File: config.mk
export PLATFORM = sky130hd
export DESIGN_NAME = rtc_reg_sequencer
export DESIGN_NICKNAME = d
export VERILOG_FILES = /design/src/rtl/rtc_reg_pkg.sv /design/src/rtl/rtc_reg_sequencer.sv
export SDC_FILE = /design/constraint.sdc
export NUM_CORES = 1
export LEC_CHECK = 0
export BUFFER_PORTS_ARGS = -buffer_cell sky130_fd_sc_hd__buf_4
export CORE_ASPECT_RATIO = 0.9
export CORE_UTILIZATION = 50
export DETAILED_ROUTE_END_ITERATION = 12
export GPL_TIMING_DRIVEN = 0
export PLACE_DENSITY = 0.78
export SYNTH_ARGS = -nofsm -noshare
export SYNTH_HDL_FRONTEND = slang
export SYNTH_SLANG_ARGS = --single-unit
File: constraint.sdc
create_clock -name clk -period 2.1 [get_ports clk]
set_input_delay 0.315 -clock clk [delete_from_list [all_inputs] [get_ports clk]]
set_output_delay 0.315 -clock clk [all_outputs]
set_load 0.01 [all_outputs]
File: src/rtl/rtc_reg_pkg.sv
// Shared constants for the RTC register sequencer: register indices,
// command address, FSM state encodings and the index-to-address map.
package rtc_reg_pkg;

  // Register indices as seen by the control FSM / data mux
  localparam int unsigned SEG    = 0;
  localparam int unsigned MIN    = 1;
  localparam int unsigned HORA   = 2;
  localparam int unsigned DIA    = 3;
  localparam int unsigned MES    = 4;
  localparam int unsigned ANIO   = 5;
  localparam int unsigned SEG_T  = 6;
  localparam int unsigned MIN_T  = 7;
  localparam int unsigned HORA_T = 8;
  localparam int unsigned CTRL   = 9;

  // Commit/command transfer address
  localparam logic [7:0] CMD_ADDR_DEF = 8'hF0;

  // Sequencer FSM state encodings
  localparam int unsigned ST_W    = 2;
  localparam logic [1:0]  ST_IDLE = 2'd0;
  localparam logic [1:0]  ST_REQ  = 2'd1;
  localparam logic [1:0]  ST_GAP  = 2'd2;
  localparam logic [1:0]  ST_CMT  = 2'd3;

  // Register index to RTC bus address; unmapped indices read as 0x00
  function automatic logic [7:0] reg_addr(input logic [7:0] idx);
    logic [7:0] addr;
    case (idx)
      8'(SEG):    addr = 8'h20;
      8'(MIN):    addr = 8'h21;
      8'(HORA):   addr = 8'h22;
      8'(DIA):    addr = 8'h23;
      8'(MES):    addr = 8'h24;
      8'(ANIO):   addr = 8'h25;
      8'(SEG_T):  addr = 8'h26;
      8'(MIN_T):  addr = 8'h41;
      8'(HORA_T): addr = 8'h42;
      8'(CTRL):   addr = 8'h43;
      default:    addr = 8'h00;
    endcase
    return addr;
  endfunction

endpackage

File: src/rtl/rtc_reg_sequencer.sv
// Handshaked sweep engine: walks a register index range, issues one RTC bus
// transfer per register with a one-cycle gap between them, and optionally
// appends a command/commit write. All outputs are registered.
module rtc_reg_sequencer
  import rtc_reg_pkg::*;
#(
  parameter int unsigned          N_REGS   = 10,
  parameter int unsigned          ADDR_W   = 8,
  parameter logic [ADDR_W-1:0]    CMD_ADDR = ADDR_W'(CMD_ADDR_DEF),
  parameter int unsigned          TIMEOUT  = 255,
  // Derived from N_REGS; leave at default
  parameter int unsigned          IDX_W    = $clog2(N_REGS)
) (
  input  logic              clk,
  input  logic              rst_n,
  input  logic              start,
  input  logic [IDX_W-1:0]  first_idx,
  input  logic [IDX_W-1:0]  last_idx,
  input  logic              wr,
  input  logic              commit,
  input  logic              bus_ack,
  output logic              bus_req,
  output logic [ADDR_W-1:0] bus_addr,
  output logic              bus_wr,
  output logic [IDX_W-1:0]  bus_idx,
  output logic              busy,
  output logic              done,
  output logic              err
);

  // Counter only has to reach TIMEOUT-1 before the transfer is abandoned
  localparam int unsigned    CNT_W    = (TIMEOUT < 2) ? 1 : $clog2(TIMEOUT);
  localparam logic [CNT_W-1:0] CNT_LAST = CNT_W'(TIMEOUT - 1);
  localparam bit             TO_EN    = (TIMEOUT != 0);

  logic [1:0]        state_q,    state_d;
  logic [IDX_W-1:0]  idx_q,      idx_d;
  logic [IDX_W-1:0]  last_q,     last_d;
  logic              wr_q,       wr_d;
  logic              commit_q,   commit_d;
  logic [CNT_W-1:0]  cnt_q,      cnt_d;
  logic              bus_req_q,  bus_req_d;
  logic [ADDR_W-1:0] bus_addr_q, bus_addr_d;
  logic              bus_wr_q,   bus_wr_d;
  logic [IDX_W-1:0]  bus_idx_q,  bus_idx_d;
  logic              busy_q,     busy_d;
  logic              done_q,     done_d;
  logic              err_q,      err_d;
  logic              start_ok_c;

  // Range check for a new sweep request
  always_comb begin
    start_ok_c = (first_idx <= last_idx) && (32'(last_idx) < N_REGS);
  end

  // Next-state, sweep bookkeeping and registered-output decode
  always_comb begin
    state_d    = state_q;
    idx_d      = idx_q;
    last_d     = last_q;
    wr_d       = wr_q;
    commit_d   = commit_q;
    cnt_d      = cnt_q;
    done_d     = 1'b0;
    err_d      = 1'b0;
    bus_req_d  = 1'b0;
    bus_addr_d = bus_addr_q;
    bus_wr_d   = bus_wr_q;
    bus_idx_d  = bus_idx_q;
    busy_d     = busy_q;

    case (state_q)
      ST_IDLE: begin
        if (start) begin
          if (start_ok_c) begin
            state_d  = ST_REQ;
            idx_d    = first_idx;
            last_d   = last_idx;
            wr_d     = wr;
            commit_d = commit;
          end else begin
            err_d = 1'b1;
          end
        end
      end
      ST_REQ: begin
        if (bus_ack) begin
          if (idx_q == last_q) begin
            if (commit_q) begin
              state_d = ST_CMT;
            end else begin
              state_d = ST_IDLE;
              done_d  = 1'b1;
            end
          end else begin
            idx_d   = idx_q + IDX_W'(1);
            state_d = ST_GAP;
          end
        end else if (TO_EN && (cnt_q == CNT_LAST)) begin
          state_d = ST_IDLE;
          err_d   = 1'b1;
        end
      end
      ST_GAP: begin
        state_d = ST_REQ;
      end
      ST_CMT: begin
        if (bus_ack) begin
          state_d = ST_IDLE;
          done_d  = 1'b1;
        end else if (TO_EN && (cnt_q == CNT_LAST)) begin
          state_d = ST_IDLE;
          err_d   = 1'b1;
        end
      end
      default: begin
        state_d = ST_IDLE;
      end
    endcase

    // Wait counter restarts whenever a transfer is (re)entered
    if ((state_d == state_q) && ((state_q == ST_REQ) || (state_q == ST_CMT))) begin
      cnt_d = cnt_q + CNT_W'(1);
    end else begin
      cnt_d = '0;
    end

    // Outputs follow the state being entered; address/dir/index hold otherwise
    busy_d = (state_d != ST_IDLE);
    case (state_d)
      ST_REQ: begin
        bus_req_d  = 1'b1;
        bus_addr_d = ADDR_W'(reg_addr(8'(idx_d)));
        bus_wr_d   = wr_d;
        bus_idx_d  = idx_d;
      end
      ST_CMT: begin
        bus_req_d  = 1'b1;
        bus_addr_d = CMD_ADDR;
        bus_wr_d   = 1'b1;
        bus_idx_d  = '0;
      end
      default: begin
        bus_req_d = 1'b0;
      end
    endcase
  end

  // State and output registers
  always_ff @(posedge clk or negedge rst_n) begin
    if (!rst_n) begin
      state_q    <= ST_IDLE;
      idx_q      <= '0;
      last_q     <= '0;
      wr_q       <= 1'b0;
      commit_q   <= 1'b0;
      cnt_q      <= '0;
      bus_req_q  <= 1'b0;
      bus_addr_q <= '0;
      bus_wr_q   <= 1'b0;
      bus_idx_q  <= '0;
      busy_q     <= 1'b0;
      done_q     <= 1'b0;
      err_q      <= 1'b0;
    end else begin
      state_q    <= state_d;
      idx_q      <= idx_d;
      last_q     <= last_d;
      wr_q       <= wr_d;
      commit_q   <= commit_d;
      cnt_q      <= cnt_d;
      bus_req_q  <= bus_req_d;
      bus_addr_q <= bus_addr_d;
      bus_wr_q   <= bus_wr_d;
      bus_idx_q  <= bus_idx_d;
      busy_q     <= busy_d;
      done_q     <= done_d;
      err_q      <= err_d;
    end
  end

  assign bus_req  = bus_req_q;
  assign bus_addr = bus_addr_q;
  assign bus_wr   = bus_wr_q;
  assign bus_idx  = bus_idx_q;
  assign busy     = busy_q;
  assign done     = done_q;
  assign err      = err_q;

endmodule

# After elaboration in Yosys (flattened, before gate mapping)
# Memories as Yosys holds them, arrays and structs flattened.
# Cells that the tools add are included.
dict set report totals {
  reg_bits 37
  rom_bits 80
  inputBits 14
  out_inout_bits 17
  wordCells 66
  n_memories 1
}
# memory words width rd rd_ports_with_merged_regs write_ports line
set mem_list {}
lappend mem_list {{(no name shown)} 16 5 1 0 0 rtc_reg_pkg.sv:30} ;# case (idx)
dict set report classes {
  addsub 2
  n_lt_le_gt_ge 2
  n_eq_ne 8
  muxes 31
  n_reduce_logical 9
}
# cell count
set ops {}
lappend ops {{$mux W4} 4}
lappend ops {{$pmux W4 S2} 2}
lappend ops {{$pmux W8 S2} 1}
lappend ops {{$mux W2} 7}
lappend ops {{$mux W1} 12}
lappend ops {{$add A8 B1 Y8 const B} 1}
lappend ops {{$eq A8 B8 Y1 const B} 1}
lappend ops {{$mux W8} 1}
lappend ops {{$pmux W2 S4} 1}
lappend ops {{$eq A2 B2 Y1 const B} 3}
lappend ops {{$pmux W1 S2} 3}
lappend ops {{$add A4 B1 Y4 const B} 1}
lappend ops {{$eq A2 B1 Y1 const B} 2}
lappend ops {{$eq A4 B4 Y1} 1}
lappend ops {{$le A4 B4 Y1} 1}
lappend ops {{$lt A4 B4 Y1 const B} 1}
lappend ops {{$reduce_bool A2 Y1} 2}
lappend ops {{$reduce_or A2 Y1} 2}
lappend ops {{$reduce_and A3 Y1} 1}
lappend ops {{$eq A2 B2 Y1} 1}
lappend ops {{$logic_and A1 B1 Y1} 2}
lappend ops {{$logic_not A2 Y1} 1}
lappend ops {{$logic_or A1 B1 Y1} 1}

# Longest topological paths before layout
dict set report depth {
  ltp_word 8
  depth_mapped 10
  depth_no_buf 10
}

# Worst setup path before layout
# No wires, ideal clock.
dict set report synth_timing {
  path_kind {in2reg}
  from {in last_idx[1]}
  to {reg bus_addr_q[6] (netlist: bus_addr[6])}
  setup_ns 0.125
  arrival_time_ns 2.198
  required_ns 1.975
  setup_slack_ns -0.223
  cell_stages 10
  n_path_buf 1
  cell_sequence {inv_1 > ha_1 > nor2b_4 > o2111a_2 > or3_4 > buf_6 > a211oi_4 > nor2b_2 > a311oi_1 > nor2_1}
}
dict set report synth_via {
  elab_chain_cells 7
  elab_cells_between_ends 14
  cone_classes {order compare (2); eq/ne (2); mux (7); reduce/logical (2); memory (1)}
}
# element line
set synth_lines {}
lappend synth_lines {{start: declaration} rtc_reg_sequencer.sv:18} ;# input logic [IDX_W-1:0] last_idx,
lappend synth_lines {{$le A4 B4 Y1 or $lt A4 B4 Y1 (tied branches)} rtc_reg_sequencer.sv:53} ;# start_ok_c = (first_idx <= last_idx) && (32'(last_idx) < N_REGS);
lappend synth_lines {{$logic_and A1 B1 Y1 *} rtc_reg_sequencer.sv:53}
lappend synth_lines {{$mux W4 or $mux W2 (tied branches)} rtc_reg_sequencer.sv:75} ;# if (start_ok_c) begin
lappend synth_lines {{$mux W4 or $mux W2 (tied branches)} rtc_reg_sequencer.sv:74} ;# if (start) begin
lappend synth_lines {{$pmux W4 S2 or $pmux W2 S4 (tied branches)} rtc_reg_sequencer.sv:72} ;# case (state_q)
lappend synth_lines {{$mem_v2 Z16 W5, or another cell as far along} n/a}
lappend synth_lines {{$pmux W8 S2 or $reduce_bool A2 Y1 (tied branches)} n/a}
lappend synth_lines {{end signal: assignment} rtc_reg_sequencer.sv:173} ;# bus_addr_q <= bus_addr_d;
lappend synth_lines {{end: declaration} rtc_reg_sequencer.sv:43} ;# logic [ADDR_W-1:0] bus_addr_q, bus_addr_d;
# Every way passes the cells marked *; elsewhere a longest branch is shown, timed or not. The select of a mux whose other input is x is not followed.
# A chain may end at the register's enable or synchronous reset.

# Worst setup path in the final report
dict set report layout_timing {
  from {reg last_q[0]}
  to {reg bus_addr_q[0] (netlist: bus_addr[0])}
}
dict set report layout_via {
  elab_chain_cells 6
  elab_cells_between_ends 12
  cone_classes {eq/ne (3); mux (7); reduce/logical (1); memory (1)}
}
# element line
set layout_lines {}
lappend layout_lines {{start: declaration} rtc_reg_sequencer.sv:38} ;# logic [IDX_W-1:0] last_q, last_d;
lappend layout_lines {{start signal: assignment} rtc_reg_sequencer.sv:168} ;# last_q <= last_d;
lappend layout_lines {{$eq A4 B4 Y1} rtc_reg_sequencer.sv:88} ;# if (idx_q == last_q) begin
lappend layout_lines {{$mux W4} rtc_reg_sequencer.sv:88}
lappend layout_lines {{$mux W4} rtc_reg_sequencer.sv:87} ;# if (bus_ack) begin
lappend layout_lines {{$pmux W4 S2} rtc_reg_sequencer.sv:72}
lappend layout_lines {{via idx_d[2]} rtc_reg_sequencer.sv:37} ;# logic [IDX_W-1:0] idx_q, idx_d;
lappend layout_lines {{$mem_v2 Z16 W5} n/a}
lappend layout_lines {{$pmux W8 S2} rtc_reg_sequencer.sv:130} ;# case (state_d)
# The timed path passes the listed nets, and every way through them passes these cells. The select of a mux whose other input is x is not followed.

==> results.sh <==
export IMPL_status="finished, violations left"
export IMPL_violations="setup timing"
export IMPL_drtPass1Iterations=6
export IMPL_worst_slack_ns=-0.248
export IMPL_netlist_area_mm2=0.00183
export IMPL_grt_ovfl_total=0
export IMPL_rows=20
export IMPL_min_period_ns=2.35
export IMPL_antenna_found_initial=0
export IMPL_io_pins=31
export IMPL_hp_start="commit"
export IMPL_ys_async_sr_fraction=1.00
export IMPL_fin_setup_tns_ns=-1.08
export IMPL_p_seq_frac=0.321
export IMPL_cp_top_family="compound AO/OA/AOI/OAI gates"
export IMPL_port_buffers=29
export IMPL_drcViolationCount=0
export IMPL_postRouteAntennaNets=0
export IMPL_wl_mm=4.38
export IMPL_cp_max_fo=5
export IMPL_r2r_setup_slack_ns=-0.25
export IMPL_min_period_over_period=1.12
export IMPL_avgSynthCellArea_um2=10.5
export IMPL_routed_via_density=5.61
export IMPL_combPwrFrac=0.550
export IMPL_synth_warnings=0
export IMPL_worstPathRequired_ns=2.27
export IMPL_clock_latency_ns=0.29
export IMPL_final_layout_size_suffix_gt1_frac=0.430
export IMPL_clock_fmax_mhz=426
export IMPL_fp_dieW_um=65.8
export IMPL_first_global_vias=1352
export IMPL_startpoint_type="register"
export IMPL_arrival_ns=2.52
export IMPL_area_growth_pct=38.6
export IMPL_post_dp_cell_area_mm2=0.00218
export IMPL_crit_buf_inv=1
export IMPL_layout_cells_non_filler=274
export IMPL_p_sw_frac=0.415
export IMPL_dp_cells=248
export IMPL_max_slew_margin=0.611
export IMPL_design_area_mm2=0.00254
export IMPL_drt_initial_drc_count=107
export IMPL_layout_common_cells="buf_4 (46), dfrtp_1 (33), nand2_1 (16)"
export IMPL_cp_end_kind="register"
export IMPL_worst_r2r_path_depth=8
export IMPL_synth_nets=196
export IMPL_yosysUniqueCellTypes=55
export IMPL_reg2reg_from="last_q[0]$_DFFE_PN0P_"
export IMPL_powerDensity_mw_per_mm2=1420
export IMPL_worstSetupPathType="reg -> reg"
export IMPL_synth_edf_count=0
export IMPL_grt_util_all_layers=0.214
export IMPL_r2r_end="bus_addr[0]$_DFFE_PN0P_"
export IMPL_p_leak_uw=0.00119
export IMPL_path_cells="xor2_4, o41a_1, and3_4, a211oi_4, buf_6, nor3_4, a21o_1, a22o_1"
export IMPL_yosys_top_cells_area="dfrtp_1 (48%), ha_1 (4.8%), xor2_1 (4.3%)"
export IMPL_dieArea_mm2=0.00391
export IMPL_min_path_cells=2
export IMPL_cts_buffer_depth=2
export IMPL_fin_skew_ns=0.0103
export IMPL_power_total_uw=3620
export IMPL_ir_drop_mv=0.928
export IMPL_layout_nets=250
export IMPL_synthFlopType="dfrtp_1"
export IMPL_grt_max_degree=36
export IMPL_gp_congestion=0.860
export IMPL_maxSlewViolCount=0
export IMPL_num_antenna_cells=0
export IMPL_dp_hpwl_mm=2.88
export IMPL_netlist_area_leader_share=0.478
export IMPL_routedWlPerCell_um=16.0
export IMPL_grt_pass1_wl_mm=6.14
export IMPL_htreeDepth=2
export IMPL_hold_path_class="in -> reg"
export IMPL_cts_sinks=35
export IMPL_holdPathEnd="commit_q$_DFFE_PN0P_"
export IMPL_synth_seq_area_share=0.478
export IMPL_clk_pin_slew_ns=0.07
export IMPL_hold_violations=0
export IMPL_dieHeight_um=59.4
export IMPL_syn_instance_count=175
export IMPL_synth_seq_cells=35
export IMPL_dr_total_vias=1536
export IMPL_cts_root_buf="clkbuf_8"
export IMPL_slowest_stage="o41a_1"
export IMPL_place_ws_ns=-0.397
export IMPL_p_int_uw=2120
export IMPL_rsz0062_at_grt="yes"
export IMPL_cts_buffers=5
export IMPL_setup_viol=9
export IMPL_pwr_share_clk=0.129
export IMPL_tightest_slew_ns=0.578
export IMPL_cts_tree="yes"
export IMPL_max_stage_delay_ns=0.53
export IMPL_fp_coreArea_mm2=0.00343
export IMPL_initial_core_util=0.535
export IMPL_synth_top_area_cell="dfrtp_1"
export IMPL_p_sw_uw=1500
export IMPL_final_common_cell="buf_4"
export IMPL_maxCapViolCount=0
==> power by group through the flow <==
stage	Sequential, uW	Clock, uW	Combinational, uW
CTS	1130	478	1490
global placement	1110	0	1300
finish	1160	467	1990
global route	1190	508	2140
floorplan	1130	0	881
detailed placement	1120	0	1360
==> flip-flops by register name, summed over array words and instances, names as in the netlist <==
register	count
bus_wr	1
bus_req	1
cnt_q	8
commit_q	1
bus_idx	4
err	1
bus_addr	6
done	1
wr_q	1
last_q	4
busy	1
state_q	2
idx_q	4
==> per-layer routing <==
layer | global-route usage | wire length, um | share of wire
met3 | 0.0577 | 191 | 0.044
met5 | 0 | 0 | 0
met2 | 0.353 | 2250 | 0.51
met4 | 0.0776 | 97 | 0.022
met1 | 0.270 | 1840 | 0.42
==> cells by family after synthesis <==
group | after synthesis | synth area share
other | 1 | 0.00205
multiplexers | 3 | 0.0184
flip-flops | 35 | 0.478
AND/OR/NAND/NOR | 61 | 0.182
adder cells (fa/ha/maj) | 7 | 0.0478
buffers and inverters | 19 | 0.0478
XOR/XNOR | 10 | 0.0478
AO/OA/AOI/OAI | 39 | 0.176
==> per-stage QoR <==
step | util | hold WS, ns
6_report | 0.741 | 0.275
5_1_grt | 0.741 | 0.273
4_1_cts | 0.685 | 0.274
3_5_place_dp | 0.636 | 0.289
3_3_place_gp | 0.636 | 0.276
2_1_floorplan | - | 0.0194
==> what timing repair did <==
action                                  4_1_cts  5_1_grt
hold buffers                                  1        0
pin swaps                                     6       12
endpoints found under the hold margin        35        0
resized for setup                             8       19
endpoints found under the setup margin       12       13
buffers inserted                              4       13
==> synthesized netlist by cell type, types with 3 or more instances <==
master,n
dfrtp_1,35
nand2_1,18
nor2_1,13
inv_1,12
xor2_1,9
ha_1,7
nand3_1,5
o21ai_1,5
a21oi_1,4
nand2b_1,4
nor4_1,4
o21ai_0,4
nand4_1,3
==> cell type report <==
class                           count  area, um^2
Clock inverter                      2        12.5
Tap cell                           44        55.1
Multi-Input combinational cell    121        1060
Sequential cell                    35         878
Buffer                              5        36.3
Clock buffer                        6        72.6
Fill cell                         216         887
Inverter                           14        67.6
Timing Repair Buffer               47         363
==> worst max path at each step <==
stage | startpoint | to | slack (ns) | cells past startpoint
2_1_floorplan | last_idx[1] | bus_addr[6]$_DFFE_PN0P_ | -0.10 | 10
3_3_place_gp | last_idx[1] | bus_addr[6]$_DFFE_PN0P_ | -0.41 | 11
3_5_place_dp | last_idx[1] | bus_addr[6]$_DFFE_PN0P_ | -0.40 | 11
4_1_cts | last_q[3]$_DFFE_PN0P_ | bus_addr[0]$_DFFE_PN0P_ | -0.06 | 7
5_1_grt | last_q[0]$_DFFE_PN0P_ | bus_addr[0]$_DFFE_PN0P_ | -0.30 | 8
6_report | last_q[0]$_DFFE_PN0P_ | bus_addr[0]$_DFFE_PN0P_ | -0.25 | 8
No activity file was read; power rests on OpenSTA's default activity.
